<file path="src/rtl/workspace_logic_pkg.sv">
// rtl/workspace_logic_pkg.sv - op codes and width helper for the registered bitwise unit
package workspace_logic_pkg;

  localparam int OP_W = 3;

  localparam logic [OP_W-1:0] OP_AND   = 3'd0;
  localparam logic [OP_W-1:0] OP_OR    = 3'd1;
  localparam logic [OP_W-1:0] OP_XOR   = 3'd2;
  localparam logic [OP_W-1:0] OP_NAND  = 3'd3;
  localparam logic [OP_W-1:0] OP_NOR   = 3'd4;
  localparam logic [OP_W-1:0] OP_XNOR  = 3'd5;
  localparam logic [OP_W-1:0] OP_ANDN  = 3'd6;
  localparam logic [OP_W-1:0] OP_PASSA = 3'd7;

  // Width needed to hold a population count of 0..w.
  function automatic int ones_width(input int w);
    return $clog2(w + 1);
  endfunction

endpackage

</file>
<file path="src/rtl/workspace_logic_if.sv">
// rtl/workspace_logic_if.sv - valid/ready operand and result bundle for workspace_logic_pipe
interface workspace_logic_if #(
  parameter int W = 8
) ();
  import workspace_logic_pkg::*;

  localparam int CW = ones_width(W);

  logic            in_valid;
  logic            in_ready;
  logic [W-1:0]    a;
  logic [W-1:0]    b;
  logic [OP_W-1:0] op;
  logic            out_valid;
  logic            out_ready;
  logic [W-1:0]    res;
  logic [CW-1:0]   ones;

  modport master (
    output in_valid, a, b, op, out_ready,
    input  in_ready, out_valid, res, ones
  );

  modport slave (
    input  in_valid, a, b, op, out_ready,
    output in_ready, out_valid, res, ones
  );

endinterface

</file>
<file path="src/rtl/workspace_logic_core.sv">
// rtl/workspace_logic_core.sv - combinational bitwise op select plus population count
module workspace_logic_core
  import workspace_logic_pkg::*;
#(
  parameter int W = 8
) (
  input  logic [W-1:0]               a,
  input  logic [W-1:0]               b,
  input  logic [OP_W-1:0]            op,
  output logic [W-1:0]               res,
  output logic [ones_width(W)-1:0]   ones
);

  localparam int CW = ones_width(W);

  always_comb begin
    res = '0;
    case (op)
      OP_AND:   res = a & b;
      OP_OR:    res = a | b;
      OP_XOR:   res = a ^ b;
      OP_NAND:  res = ~(a & b);
      OP_NOR:   res = ~(a | b);
      OP_XNOR:  res = ~(a ^ b);
      OP_ANDN:  res = a & ~b;
      OP_PASSA: res = a;
      default:  res = '0;
    endcase
  end

  always_comb begin
    ones = '0;
    for (int i = 0; i < W; i++) begin
      ones = ones + CW'(res[i]);
    end
  end

endmodule

</file>
<file path="src/rtl/workspace_logic_pipe.sv">
// rtl/workspace_logic_pipe.sv - STAGES-deep valid/ready pipeline around workspace_logic_core
module workspace_logic_pipe
  import workspace_logic_pkg::*;
#(
  parameter int W      = 8,
  parameter int STAGES = 2
) (
  input  logic             clk,
  input  logic             rst,
  workspace_logic_if.slave bus
);

  localparam int CW = ones_width(W);

  logic [W-1:0]      core_res;
  logic [CW-1:0]     core_ones;
  logic [STAGES-1:0] v;
  logic [STAGES-1:0] en;
  logic [W-1:0]      res_s  [STAGES];
  logic [CW-1:0]     ones_s [STAGES];

  workspace_logic_core #(.W(W)) u_core (
    .a    (bus.a),
    .b    (bus.b),
    .op   (bus.op),
    .res  (core_res),
    .ones (core_ones)
  );

  // A stage may load when it is empty or its content moves on; this lets bubbles collapse.
  always_comb begin
    en = '0;
    en[STAGES-1] = !v[STAGES-1] || bus.out_ready;
    for (int k = STAGES - 2; k >= 0; k--) begin
      en[k] = !v[k] || en[k+1];
    end
  end

  for (genvar k = 0; k < STAGES; k++) begin : g_stage
    logic          src_v;
    logic [W-1:0]  src_res;
    logic [CW-1:0] src_ones;
    logic          v_q;
    logic [W-1:0]  res_q;
    logic [CW-1:0] ones_q;

    if (k == 0) begin : g_head
      assign src_v    = bus.in_valid;
      assign src_res  = core_res;
      assign src_ones = core_ones;
    end else begin : g_body
      assign src_v    = v[k-1];
      assign src_res  = res_s[k-1];
      assign src_ones = ones_s[k-1];
    end

    // Data only moves with a valid source, so the visible result never changes under a bubble.
    always_ff @(posedge clk) begin
      if (rst) begin
        v_q    <= 1'b0;
        res_q  <= '0;
        ones_q <= '0;
      end else if (en[k]) begin
        v_q <= src_v;
        if (src_v) begin
          res_q  <= src_res;
          ones_q <= src_ones;
        end
      end
    end

    assign v[k]      = v_q;
    assign res_s[k]  = res_q;
    assign ones_s[k] = ones_q;
  end

  assign bus.in_ready  = en[0];
  assign bus.out_valid = v[STAGES-1];
  assign bus.res       = res_s[STAGES-1];
  assign bus.ones      = ones_s[STAGES-1];

endmodule

</file>
<file path="src/flat_wrapper.sv">
// flat-port wrapper written by rule: the top's interface ports become plain ports
module workspace_logic_pipe_flat import workspace_logic_pkg::*;
#(
  parameter int W      = 8,
  parameter int STAGES = 2
)
  (clk, rst, bus_in_valid, bus_a, bus_b, bus_op, bus_out_ready, bus_in_ready, bus_out_valid, bus_res, bus_ones);
  workspace_logic_if #(.W(W)) bus_i ();
  input  logic clk;
  input  logic rst;
  input wire logic [$bits(bus_i.in_valid)-1:0] bus_in_valid;
  input wire logic [$bits(bus_i.a)-1:0] bus_a;
  input wire logic [$bits(bus_i.b)-1:0] bus_b;
  input wire logic [$bits(bus_i.op)-1:0] bus_op;
  input wire logic [$bits(bus_i.out_ready)-1:0] bus_out_ready;
  output wire logic [$bits(bus_i.in_ready)-1:0] bus_in_ready;
  output wire logic [$bits(bus_i.out_valid)-1:0] bus_out_valid;
  output wire logic [$bits(bus_i.res)-1:0] bus_res;
  output wire logic [$bits(bus_i.ones)-1:0] bus_ones;
  assign bus_i.in_valid = bus_in_valid;
  assign bus_i.a = bus_a;
  assign bus_i.b = bus_b;
  assign bus_i.op = bus_op;
  assign bus_i.out_ready = bus_out_ready;
  assign bus_in_ready = bus_i.in_ready;
  assign bus_out_valid = bus_i.out_valid;
  assign bus_res = bus_i.res;
  assign bus_ones = bus_i.ones;
  workspace_logic_pipe #(.W(W), .STAGES(STAGES)) u_core (.clk(clk), .rst(rst), .bus(bus_i));
endmodule
</file>
<file path="config.mk">
export PLATFORM = sky130hd
export DESIGN_NAME = workspace_logic_pipe_flat
export DESIGN_NICKNAME = d
export VERILOG_FILES = /design/src/rtl/workspace_logic_pkg.sv /design/src/rtl/workspace_logic_if.sv /design/src/rtl/workspace_logic_core.sv /design/src/rtl/workspace_logic_pipe.sv /design/src/flat_wrapper.sv
export SDC_FILE = /design/constraint.sdc
export NUM_CORES = 1
export LEC_CHECK = 0
export ABC_AREA = 1
export CAP_MARGIN = 40
export CORE_UTILIZATION = 39
export DETAILED_ROUTE_END_ITERATION = 6
export PLACE_DENSITY = 0.65
export SLEW_MARGIN = 25
export SYNTH_ARGS = -nofsm -noshare
export SYNTH_HDL_FRONTEND = slang
export SYNTH_HIERARCHICAL = 1
export SYNTH_SLANG_ARGS = --single-unit
</file>
<file path="constraint.sdc">
create_clock -name clk -period 12.2 [get_ports clk]
set_clock_uncertainty 0.2 [all_clocks]
set_input_delay 2.44 -clock clk [delete_from_list [all_inputs] [get_ports clk]]
set_output_delay 2.44 -clock clk [all_outputs]
set_load 0.01 [all_outputs]
</file>
==> results.txt <==
----------------------------------------------------
[Drt]
  Total routed wirelength ... 5.38 mm
  Violation count after the first detailed-route iteration ... 112
  Detailed-route via count ... 2416
  Antenna-violating nets left ... 0
  WL per Instance ... 10.9 um
  Vias per inst ... 4.88
  Detailed-route DRC error count ... 0
  Iteration count of the initial detailed-routing pass ... 4

[Synth]
  Post-synthesis sequential element count ... 26
  Most used DFF post-synth ... sky130_fd_sc_hd__dfxtp_1
  Post-Synthesis Cell Area ... 2430 um2
  Dominant cell type by area after synthesis ... sky130_fd_sc_hd__dfxtp_1
  Post-Synthesis Net Count ... 449
  Synth top area cells ... sky130_fd_sc_hd__dfxtp_1 21%, sky130_fd_sc_hd__nand2_1 15%, sky130_fd_sc_hd__ha_1 14%
  Synth top area share ... 21.4%
  YS warnings ... 6
  Async set-or-reset flop fraction in the synthesized netlist ... 0%
  Number of unique standard cell types used by synthesis ... 25
  Most frequently used cell type in the post-synthesis netlist ... sky130_fd_sc_hd__nand2_1
  Register area share after synthesis ... 21.4%
  Synthesized area per cell ... 6.16 um2
  Number of enable flip-flop cells after synthesis ... 0
  Cell count after synthesis ... 395
  Most used standard cells in the synthesized netlist ... 96 x sky130_fd_sc_hd__nand2_1, 66 x sky130_fd_sc_hd__nor2_1, 62 x sky130_fd_sc_hd__inv_1

[Die]
  Initial Util ... 40.9%
  Vertical die dimension ... 81.0 um
  Die footprint ... 6560 um2
  Die X-Extent ... 81.0 um
  Top-Level Pins ... 37
  Std cell rows ... 28
  Area of the core ... 5960 um2

[Worst setup path]
  Critical path class ... input port to flop
  Capturing element type of the critical path ... flop
  Data arrival time of the critical path ... 6850 ps
  Startpoint of the worst-slack reg-to-reg timing path ... u_core/g_stage[0].v_q$_SDFFE_PP0P_
  Beginning of the critical path ... bus_op[0]
  Capture point of the worst reg-to-reg path ... u_core/g_stage[0].res_q[1]$_SDFFE_PP0P_
  Largest fanout on the critical path ... 18
  Startpoint types ... input port
  Count of cells along the worst register-to-register path ... 4
  Worst Path Required ... 12160 ps
  Worst Setup EP ... u_core/g_stage[0].ones_q[1]$_SDFFE_PP0P_
  Worst R2R Setup Slack ... 10420 ps

[Clock tree]
  Resized Gates After CTS ... 0
  Number of clock sinks seen by CTS ... 26
  # H-tree levels ... 1
  Post-CTS setup buffer count ... 0
  Clock tree from TritonCTS ... done
  Clock transition at the registers of the reported paths ... 90 ps
  Largest buffer count on any clock path ... 2
  Number of hold-repair buffers added at the cts stage ... 0
  Library cell used as clock root buffer ... sky130_fd_sc_hd__clkbuf_8
  Inserted Clock Buffers ... 3
  Clock latency on the worst-skew pair ... 260 ps

[STA]
  Final number of setup-violating endpoints ... 0
  Measured slew at the worst slew-check pin ... 768 ps
  Final slew viol count ... 0
  Hold violation count in the final report ... 0
  Final critical path time including I/O delays and setup ... 6890 ps
  FMAX ... 145 MHz
  Headroom to the max-slew limit ... 48.6%
  Tcrit/Tclk final ... 56.5%
  Sum of negative setup slack ... 0 ps
  Setup repair after global routing missed its margin ... no
  Tightest hold margin ... 279 ps

[Global route]
  Global-route wire length before repair ... 9.29 mm
  Vias in the first global route ... 2126
  Antenna violations before repair ... 0
  GR Util All Layers ... 17.6%
  Maximum number of pins on one net before global-route repair ... 27
  Final global-route overflow total ... 0

[Placement]
  Cell count after placement ... 489
  Post-detailed-placement half-perimeter wirelength ... 4.17 mm
  Port-buffer cells ... 36
  GP Congestion ... 1.00

[Layout]
  Fraction of layout cells with a size suffix above 1 ... 3.33%
  Number of diodes added for antenna fixing ... 0
  # nets final ... 475
  Count of placed standard cells in the final layout, fillers left out ... 495
  Area growth from synthesis to layout ... 18.0%
  Fillers ... 629

[Power and ir drop]
  Power Density ... 92.3 nW/um2
  Max VDD drop ... 0.0585 mV
  Leakage power ... 0.00152 uW

[Job]
  Max-capacitance violation count ... 0

[Run status]
  Outcome ... finished clean

[Min path]
  Worst min-delay path category ... flop to flop

----------------------------------------------------
## logic make-up after synthesis
logic type,count (synthesis),synth area share [%]
fa+ha+maj,31,17.2
xor+xnor,1,0.360
flops,26,21.4
buf+inv,81,13.9
simple gates,228,41.3
compound gates,28,5.91
## metrics by stage
| step | setup WS [ps] | instance area [um2] | util [%] | power [uW] |
|---|---|---|---|---|
| 2_1_floorplan | 6240 | 2430 | - | 182 |
| 3_3_place_gp | 5070 | 2790 | 46.9 | 211 |
| 3_5_place_dp | 4960 | 2790 | 46.9 | 213 |
| 4_1_cts | 5260 | 2850 | 47.8 | 267 |
| 5_1_grt | 4950 | 2870 | 48.2 | 291 |
| 6_report | 5310 | 2870 | 48.2 | 265 |
## worst max-delay path, cell delays in order
cell,delay [ps]
sky130_fd_sc_hd__clkdlybuf4s50_1,880
sky130_fd_sc_hd__inv_2,210
sky130_fd_sc_hd__nand2_2,240
sky130_fd_sc_hd__clkinv_1,290
sky130_fd_sc_hd__nand2_1,130
sky130_fd_sc_hd__nand3_1,150
sky130_fd_sc_hd__fa_1,530
sky130_fd_sc_hd__inv_1,50
sky130_fd_sc_hd__fa_1,490
sky130_fd_sc_hd__fa_1,410
sky130_fd_sc_hd__inv_1,70
sky130_fd_sc_hd__ha_1,150
sky130_fd_sc_hd__inv_1,50
sky130_fd_sc_hd__fa_1,480
sky130_fd_sc_hd__inv_1,40
sky130_fd_sc_hd__inv_1,40
sky130_fd_sc_hd__nand3_1,70
sky130_fd_sc_hd__nand2_1,80
sky130_fd_sc_hd__nor2_1,50
## registers in the layout, indices dropped and copies added (netlist names)
signal and flops:
u_core/bus.out_valid 1, u_core/g_stage.ones_q 4, u_core/g_stage.res_q 8, u_core/g_stage.v_q 1
u_core/bus.res 8, u_core/bus.ones 4
## power by group
group	leakage, uW	internal [uW]	total (uW)	switching, uW
clock	0.0000288	28.8	53.4	24.6
combinational	0.00128	51.1	113	62.1
sequential	0.000215	93.6	98.5	4.92
## layout make-up
class	count	area (um2)	share of cell area (%)
Tap cell	75	93.8	3.27
Timing Repair Buffer	38	387	13.5
Multi-Input combinational cell	288	1580	54.9
Clock buffer	4	55.1	1.92
Inverter	64	240	8.36
Sequential cell	26	520	18.1
## worst min-delay path by stage
stage,start,endpoint,slack [ps],cells after the start
finish,u_core/g_stage[0].res_q[3]$_SDFFE_PP0P_,u_core/g_stage[0].res_q[3]$_SDFFE_PP0P_,280,2
global route,u_core/g_stage[0].res_q[4]$_SDFFE_PP0P_,u_core/g_stage[0].res_q[4]$_SDFFE_PP0P_,300,2
CTS,u_core/g_stage[0].res_q[4]$_SDFFE_PP0P_,u_core/g_stage[0].res_q[4]$_SDFFE_PP0P_,290,2
detailed placement,u_core/g_stage[0].res_q[4]$_SDFFE_PP0P_,u_core/g_stage[0].res_q[4]$_SDFFE_PP0P_,260,2
global placement,u_core/g_stage[0].res_q[2]$_SDFFE_PP0P_,u_core/g_stage[0].res_q[2]$_SDFFE_PP0P_,250,2
floorplan,u_core/g_stage[0].ones_q[3]$_SDFFE_PP0P_,u_core/g_stage[0].ones_q[3]$_SDFFE_PP0P_,240,2
## cell usage in the layout (no fill, tap or decap), drive strengths merged
cell type / count
clkdlybuf4s50: 36
nand3: 33
clkinv: 1
nor2: 70
inv: 63
dfxtp: 26
nand4: 13
nor3: 1
a21oi: 17
buf: 2
clkbuf: 4
xnor2: 1
nand2: 97
ha: 27
o21ai: 11
nand3b: 14
fa: 4
## layer usage
layer | global-route usage (%) | vias up | share of wire (%) | wire length [um]
li1 | - | 1273 | - | -
met1 | 22.7 | 1066 | 46 | 2490
met2 | 31.2 | 69 | 48 | 2590
met3 | 1.69 | 8 | 4.4 | 235
met4 | 4.64 | 0 | 1.3 | 70
met5 | 0 | - | 0 | 0
Note: power is estimated with default switching activity, not from simulation.
